<file path="src/rtl/switch_pkg.sv">
// -----------------------------------------------------------------------------
// switch_pkg
// Shared constants for the switch front end: edge-mode encodings, the default
// debounce window, and a helper that decides whether a level flip in a given
// direction is a reportable edge for a given mode.
// -----------------------------------------------------------------------------
package switch_pkg;

    localparam int EDGE_FALL = 0;
    localparam int EDGE_RISE = 1;
    localparam int EDGE_BOTH = 2;

    // 10 ms at 25 MHz.
    localparam int DEFAULT_DEBOUNCE_CYCLES = 250000;

    // True when a flip to the level given by 'rising' should be reported.
    function automatic logic edge_selected(input int mode, input logic rising);
        logic sel;
        sel = 1'b1;
        if (mode == EDGE_FALL) begin
            sel = !rising;
        end else if (mode == EDGE_RISE) begin
            sel = rising;
        end
        return sel;
    endfunction

endpackage : switch_pkg

</file>
<file path="src/rtl/debounce_filter.sv">
// -----------------------------------------------------------------------------
// debounce_filter
// Single-channel switch conditioner: optional two-flop synchroniser, a
// consecutive-difference counter and the accepted (debounced) level register.
// The level flips once the filter input has differed from it for
// DEBOUNCE_CYCLES consecutive cycles; any matching cycle restarts the window.
//
// Build option: SWITCH_TOGGLE_BANK_SYNC_EN inserts the synchroniser; without
// it i_Switch feeds the counter directly and must be synchronous to i_Clk.
//
// Ports:
//   i_Clk     system clock (posedge)
//   i_Rst_L   asynchronous active-low reset
//   i_Switch  raw switch input
//   o_Level   debounced level (registered)
//   o_Flip    high in the cycle whose closing edge flips o_Level
//   o_Rising  direction of that flip (1 = flips to high)
// -----------------------------------------------------------------------------
module debounce_filter
    import switch_pkg::*;
#(
    parameter int   DEBOUNCE_CYCLES = DEFAULT_DEBOUNCE_CYCLES,
    parameter logic IDLE_LEVEL      = 1'b0
) (
    input  logic i_Clk,
    input  logic i_Rst_L,
    input  logic i_Switch,
    output logic o_Level,
    output logic o_Flip,
    output logic o_Rising
);

    localparam int                CNT_W    = $clog2(DEBOUNCE_CYCLES + 1);
    localparam logic [CNT_W-1:0]  CNT_LAST = CNT_W'(DEBOUNCE_CYCLES - 1);

    logic             w_filt_in;
    logic             w_differs;
    logic             w_flip;
    logic [CNT_W-1:0] r_count;
    logic             r_level;

`ifdef SWITCH_TOGGLE_BANK_SYNC_EN
    logic [1:0] r_sync;

    // NOTE: sequential state is written with non-blocking assignments so every
    // flop samples the pre-edge value of its neighbours; blocking here would
    // collapse the two synchroniser stages into one.
    always_ff @(posedge i_Clk or negedge i_Rst_L) begin
        if (!i_Rst_L) begin
            r_sync <= {2{IDLE_LEVEL}};
        end else begin
            r_sync <= {r_sync[0], i_Switch};
        end
    end

    assign w_filt_in = r_sync[1];
`else
    assign w_filt_in = i_Switch;
`endif

    assign w_differs = (w_filt_in != r_level);
    // The counter only ever reaches CNT_LAST while differing, and is cleared
    // on that same cycle, so it can never wrap.
    assign w_flip    = w_differs && (r_count == CNT_LAST);

    always_ff @(posedge i_Clk or negedge i_Rst_L) begin
        if (!i_Rst_L) begin
            r_count <= '0;
            r_level <= IDLE_LEVEL;
        end else if (!w_differs) begin
            r_count <= '0;
        end else if (w_flip) begin
            r_count <= '0;
            r_level <= w_filt_in;
        end else begin
            r_count <= r_count + 1'b1;
        end
    end

    // NOTE: o_Flip is combinational on purpose: the top registers its edge and
    // toggle state from it on the same clock edge that updates r_level, so all
    // three outputs change together with no extra cycle of latency.
    assign o_Level  = r_level;
    assign o_Flip   = w_flip;
    assign o_Rising = w_filt_in;

endmodule : debounce_filter

</file>
<file path="src/rtl/switch_toggle_bank.sv">
// -----------------------------------------------------------------------------
// switch_toggle_bank
// NUM_CH independent switch channels: each is synchronised (optionally),
// debounced, edge-qualified according to EDGE_MODE and drives a toggle flop.
// i_Clear zeroes every toggle state and wins over a coincident edge; edge
// pulses and debounce state are not affected by it.
//
// Build option: define SWITCH_TOGGLE_BANK_SYNC_EN to place a two-flop
// synchroniser in front of each debounce filter (board pins). Leave it
// undefined only when i_Switch is already synchronous to i_Clk.
//
// Ports:
//   i_Clk     system clock (posedge)
//   i_Rst_L   asynchronous active-low reset
//   i_Switch  [NUM_CH] raw switch inputs
//   i_Clear   synchronous clear of all toggle states
//   o_Level   [NUM_CH] debounced levels
//   o_Edge    [NUM_CH] one-cycle pulse per accepted edge matching EDGE_MODE
//   o_Toggle  [NUM_CH] toggle states
// -----------------------------------------------------------------------------
module switch_toggle_bank
    import switch_pkg::*;
#(
    parameter int   NUM_CH          = 4,
    parameter int   DEBOUNCE_CYCLES = DEFAULT_DEBOUNCE_CYCLES,
    parameter int   EDGE_MODE       = EDGE_FALL,
    parameter logic IDLE_LEVEL      = 1'b0
) (
    input  logic              i_Clk,
    input  logic              i_Rst_L,
    input  logic [NUM_CH-1:0] i_Switch,
    input  logic              i_Clear,
    output logic [NUM_CH-1:0] o_Level,
    output logic [NUM_CH-1:0] o_Edge,
    output logic [NUM_CH-1:0] o_Toggle
);

    logic [NUM_CH-1:0] w_level;
    logic [NUM_CH-1:0] w_flip;
    logic [NUM_CH-1:0] w_rising;
    logic [NUM_CH-1:0] w_edge;
    logic [NUM_CH-1:0] r_edge;
    logic [NUM_CH-1:0] r_toggle;

    for (genvar g = 0; g < NUM_CH; g++) begin : g_ch
        debounce_filter #(
            .DEBOUNCE_CYCLES (DEBOUNCE_CYCLES),
            .IDLE_LEVEL      (IDLE_LEVEL)
        ) u_filter (
            .i_Clk    (i_Clk),
            .i_Rst_L  (i_Rst_L),
            .i_Switch (i_Switch[g]),
            .o_Level  (w_level[g]),
            .o_Flip   (w_flip[g]),
            .o_Rising (w_rising[g])
        );

        assign w_edge[g] = w_flip[g] && edge_selected(EDGE_MODE, w_rising[g]);
    end

    always_ff @(posedge i_Clk or negedge i_Rst_L) begin
        if (!i_Rst_L) begin
            r_edge   <= '0;
            r_toggle <= '0;
        end else begin
            r_edge   <= w_edge;
            r_toggle <= i_Clear ? '0 : (r_toggle ^ w_edge);
        end
    end

    assign o_Level  = w_level;
    assign o_Edge   = r_edge;
    assign o_Toggle = r_toggle;

endmodule : switch_toggle_bank

</file>
<file path="config.mk">
export PLATFORM = sky130hd
export DESIGN_NAME = switch_toggle_bank
export DESIGN_NICKNAME = d
export VERILOG_FILES = /design/src/rtl/switch_pkg.sv /design/src/rtl/debounce_filter.sv /design/src/rtl/switch_toggle_bank.sv
export SDC_FILE = /design/constraint.sdc
export NUM_CORES = 1
export LEC_CHECK = 0
export CORE_AREA = 2 2 86 88
export DETAILED_ROUTE_END_ITERATION = 8
export DIE_AREA = 0 0 88 90
export PLACE_DENSITY = 0.87
export SETUP_SLACK_MARGIN = 0.1
export SYNTH_ARGS = -nofsm -noshare
export SYNTH_HDL_FRONTEND = slang
export SYNTH_SLANG_ARGS = --single-unit
</file>
<file path="constraint.sdc">
create_clock -name i_Clk -period 3.3 [get_ports i_Clk]
set_clock_uncertainty 0.05 [all_clocks]
set_input_delay 0.66 -clock i_Clk [delete_from_list [all_inputs] [get_ports i_Clk]]
set_output_delay 0.66 -clock i_Clk [all_outputs]
set_load 0.005 [all_outputs]
</file>
* Yosys cells after proc, flatten, opt, wreduce, memory -nomap -nowiden
Index checks and enable logic that the tools add are counted.
Storage, ports and cells: bits of input ports 7, logic and storage cells 48, output and inout port bits 12, register bits 84
Cells by class: add/sub/neg operators 4, bitwise gates (word level) 1, eq/ne operators 8, reduce and logical (&&, ||, !) cells 16, mux-type cells 9
Operators by type and width (count):
- $mux W18 | 8
- $add A18 B1 Y18 const B | 4
- $eq A18 B18 Y1 const B | 4
- $logic_and A1 B1 Y1 | 8
- $reduce_and A2 Y1 | 4
- $logic_not A1 Y1 | 4
- $mux W4 | 1
- $ne A1 B1 Y1 | 4
- $xor A4 B4 Y4 | 1

* Logic depth before layout (Yosys ltp)
depth in word-level cells 5, mapped depth 6, mapped depth without buffers 5

* Modules after synthesis
A second synthesis with hierarchy kept.
Second synthesis, totals: cell total of the unflattened synthesis 424, area total of the unflattened synthesis 4284.1 um^2
By module, submodules not included:
- debounce_filter | area each 985.9 um^2, sequential area each 475.5 um^2, times used 4, cells an instance 100
- switch_toggle_bank | area each 340.3 um^2, sequential area each 200.2 um^2, times used 1, cells an instance 24

* Worst setup path before layout
No wires, ideal clock.
path type register to register, start point reg g_ch[0].u_filter.r_count[13], end point reg r_toggle[0] (netlist: o_Toggle[0]), data required time 3125 ps, path slack 947 ps, arrival 2179 ps, period minus slack after synthesis 2353 ps, cell stages (with the launch flop) 5, setup time 125 ps, cell sequence dfrtp_1 or4b_2 or4_4 nor4b_4 mux2_2
On the way: word-level cells in the longest chain between the ends 5
Ends and longest elaborated chain:
- start, declared | RTL line debounce_filter.sv:39 | logic [CNT_W-1:0] r_count;
- start signal, assigned | RTL line debounce_filter.sv:76 | r_count <= r_count + 1'b1;
- $eq A18 B18 Y1 | RTL line debounce_filter.sv:64 | assign w_flip = w_differs && (r_count == CNT_LAST);
- $logic_and A1 B1 Y1 | RTL line debounce_filter.sv:64
- $logic_and A1 B1 Y1 | RTL line switch_toggle_bank.sv:58 | assign w_edge[g] = w_flip[g] && edge_selected(EDGE_MODE, w_rising[g]);
- named net w_edge[0] | RTL line switch_toggle_bank.sv:41 | logic [NUM_CH-1:0] w_edge;
- $xor A4 B4 Y4 | RTL line switch_toggle_bank.sv:67 | r_toggle <= i_Clear ? '0 : (r_toggle ^ w_edge);
- $mux W4 | RTL line switch_toggle_bank.sv:67
- end signal, assigned | RTL line switch_toggle_bank.sv:67
- end, declared | RTL line switch_toggle_bank.sv:43 | logic [NUM_CH-1:0] r_toggle;
The timed path passes the listed nets, and every way through them passes these cells. A chain may end at the register's enable or synchronous reset.

* Final worst setup path
start point reg g_ch[0].u_filter.r_count[13], end point reg g_ch[0].u_filter.r_count[13]
On the way: word-level cells in the longest chain between the ends 4, elaborated cells on any way between the ends 5, classes of those cells add/sub (1); eq/ne (1); mux (2); reduce/logical (1)
Ends and longest elaborated chain:
- branches (longest 2 deep; another with $add A18 B1 Y18)
- $mux W18 * | RTL line debounce_filter.sv:72 | end else if (w_flip) begin
- $mux W18 * | RTL line debounce_filter.sv:70 | end else if (!w_differs) begin
Mark *: on every way between the ends.

==> summary.md <==
| Metric | Value |
|---|---|
| MaxCap Viol Count | 0 |
| Design Area, Final | 4600 µm² |
| Beginning of the critical path | g_ch[0].u_filter.r_count[13]$_DFF_PN0_ |
| R2r setup slk | approximately 0.73 ns |
| Post-synth EDFFs | 0 |
| Total power | between 1.5 and 2 mW |
| Leakage | 1.78 nW |
| Cell Count, Final, Fillers Out | 540 |
| Reg2reg start | g_ch[0].u_filter.r_count[13]$_DFF_PN0_ |
| Xor/xnor share of the synthesized area | 0.132 |
| Crit path to | g_ch[0].u_filter.r_count[13]$_DFF_PN0_ |
| Prevailing post-synth register cell | dfrtp_1 |
| Setup ws final | 0.729 ns |
| Distinct cells, synth | 34 |
| Ys async rst share | 1.00 |
| CTS root buf | clkbuf_8 |
| Hold slack | about 0.42 ns |
| Post-synthesis simple-gate area fraction | 0.268 |
| DRC | 0 |
| Core area | 7020 µm² |
| Delay-heaviest family, CP | simple AND/OR/NAND/NOR gates |
| R2r endpoint | g_ch[0].u_filter.r_count[13]$_DFF_PN0_ |
| Post-CTS Hold Fix Bufs | 0 |
| Clock transition at the registers of the reported paths | ~0.080 ns |
| Gpl congestion | about 0.87 |
| Post-synthesis sequential area ratio | 0.511 |
| Critical path class | reg2reg |
| Worst vdd ir | ~0.00020 V |
| PostCTS Resize Cnt | 0 |
| CP Depth | 4 |
| PD cells | approximately 420 nW/µm² |
| Fmax | just under 400 MHz |
| Register-to-Register Path Depth | 4 |
| Syn Area/Cell | between 9 and 10 µm² |
| Slowest Stage Delay on Critical Path | approximately 0.67 ns |
| Die height | ~90 µm |
| Adder-cell area share of the yosys netlist | 0.0122 |
| Tmin final | 2.57 ns |
| Startpoint types | register |
| Iteration count of the initial detailed-routing pass | 5 |
| Setup bufs post-CTS | 0 |
| Relative slew margins | 0.315 |
| Crit end category | register |
| Tightest Pin Transition | just over 1 ns |
| Total track usage | 0.220 |
| Gr ovfl total | 0 |
| Mapped Cells | just over 400 |
| Setup TNS | 0 ns |
| Initial antenna violation count | 0 |
| Final core occ | 0.655 |
| Endpoints failing setup | 0 |
| Clock buffer count from CTS | 9 |
| Period utilization | 0.779 |
| Starting Density | 0.586 |
| H-tree depth | 3 |
| Synth Register Bits | 84 |
| Placed wire-length estimate | approximately 5.2 mm |
| Max-slew violations | 0 |
| DIE WIDTH | just under 90 µm |
| DR WL/cell | approximately 15 µm |
| Antenna Nets Post-Route | 0 |
| Fill cells | between 500 and 600 |
| Hold Crit Class | in2async |
| CP cell instances | or4b_2, or4_4, o21ai_2, nor2_1 |
| First-pass GRT wire length | 13.8 mm |
| Post-synthesis cell area | 4120 µm² |
| Largest net degree at the start of global routing | 85 |
| Req. time, crit path | 3.47 ns |
| Rows | 31 |
| Fraction of layout cells with a size suffix above 1 | 0.0748 |
| Syn nets | about 430 |
| Vias | 3040 |
| IO Port Bufs | 18 |
| Post-synthesis mux area share | 0.0216 |
| Via-to-Cell Ratio | around 5.6 |
| Placed cells | roughly 520 |
| Yosys warnings | 0 |
| Detailed-route wire length | 7.87 mm |
| Number of DRC markers in iteration 0 | ~170 |
| Pre-CTS WS | between 0.7 and 0.8 ns |
| Max Root-Sink Buffers | 2 |
| Largest family of logic cells by synthesized area | simple AND/OR/NAND/NOR gates |
| Fin. Hold Viols | 0 |
| Crit path max fanout | 18 |
| Final nets | about 450 |
| Clock sink count | 84 |
| Compound-cell area share of the yosys netlist | 0.0246 |
| Number of global-route vias before repair | around 3.1k |
| Status | finished, final reports clean |
| CTS tree | built |
| Placed cell area | around 4400 µm² |
| Critical Path Slowest Stage Cell | or4b_2 |
| Critical Path AT | roughly 2.7 ns |
| Die area | 7920 µm² |
| Buffers & Inverters on Critical Path | 0 |
| I/O pin total | 19 |
| Area grow syn2layout | 11.7% |
| Commonest non-fill, non-tap cells in the layout | 84 x nor2_1, 84 x dfrtp_1, 49 x xnor2_1 |
| Skew-Pair Late Insertion Delay | 0.37 ns |
| ANT cells | 0 |
| RSZ-0062 raised after global routing | no |
layout make-up:
class,count,area [µm²],area share
tap,99,124,0.0269
clock inverter,6,86.3,0.0188
clock buffer,10,138,0.0299
multi-input combinational,303,1890,0.410
inverter,18,67.6,0.0147
timing repair buffer,20,193,0.0419
sequential,84,2100,0.457
synthesized netlist by cell type, types with 11 or more instances:
cell	count	area [µm²]
nand2_1	13	48.8
dfrtp_1	84	2100
nor4_1	23	144
xnor2_1	49	429
xor2_1	13	114
inv_1	18	67.6
nand4_1	21	131
nor3_1	11	55.1
nor2_1	84	315
nand3_1	26	130
flip-flops by register name, indices dropped and copies added (netlist names):
signal / count
o_Toggle: 4
g_ch.u_filter.r_count: 72
o_Edge: 4
g_ch.u_filter.o_Level: 4
worst min path at each step:
stage / start / end / slack, ns / depth (start not counted)
floorplan: i_Rst_L / g_ch[0].u_filter.o_Level$_DFFE_PN0P_ / 0.31 / 0
global placement: g_ch[0].u_filter.r_count[0]$_DFF_PN0_ / g_ch[0].u_filter.r_count[0]$_DFF_PN0_ / 0.42 / 1
detailed placement: g_ch[1].u_filter.r_count[0]$_DFF_PN0_ / g_ch[1].u_filter.r_count[0]$_DFF_PN0_ / 0.43 / 1
CTS: g_ch[1].u_filter.r_count[0]$_DFF_PN0_ / g_ch[1].u_filter.r_count[0]$_DFF_PN0_ / 0.44 / 1
global route: g_ch[1].u_filter.r_count[0]$_DFF_PN0_ / g_ch[1].u_filter.r_count[0]$_DFF_PN0_ / 0.45 / 1
finish: i_Rst_L / g_ch[2].u_filter.r_count[6]$_DFF_PN0_ / 0.42 / 1
routing by layer:
layer  share of wire  global-route usage
met1            0.44               0.292
met2            0.51               0.355
met3           0.034              0.0303
met4           0.020              0.0962
met5               0                   0
worst reg2reg max path, stage by stage, from the launching register on:
cell and delay, ns:
dfrtp_1 0.42, or4b_2 0.67, or4_4 0.57, o21ai_2 0.59, nor2_1 0.13
kinds of logic after synthesis:
| logic type | Yosys count |
|---|---|
| compound gates | 17 |
| xor+xnor | 62 |
| fa+ha+maj | 4 |
| buf+inv | 28 |
| flops | 84 |
| mux | 8 |
| simple gates | 212 |
power breakdown:
| group | internal [mW] | total (mW) | switching, mW |
|---|---|---|---|
| registers | 1.04 | 1.05 | 0.0148 |
| logic | 0.0218 | 0.0717 | 0.0499 |
| clock network | 0.447 | 0.822 | 0.375 |
(Power assumes the default switching activity.)
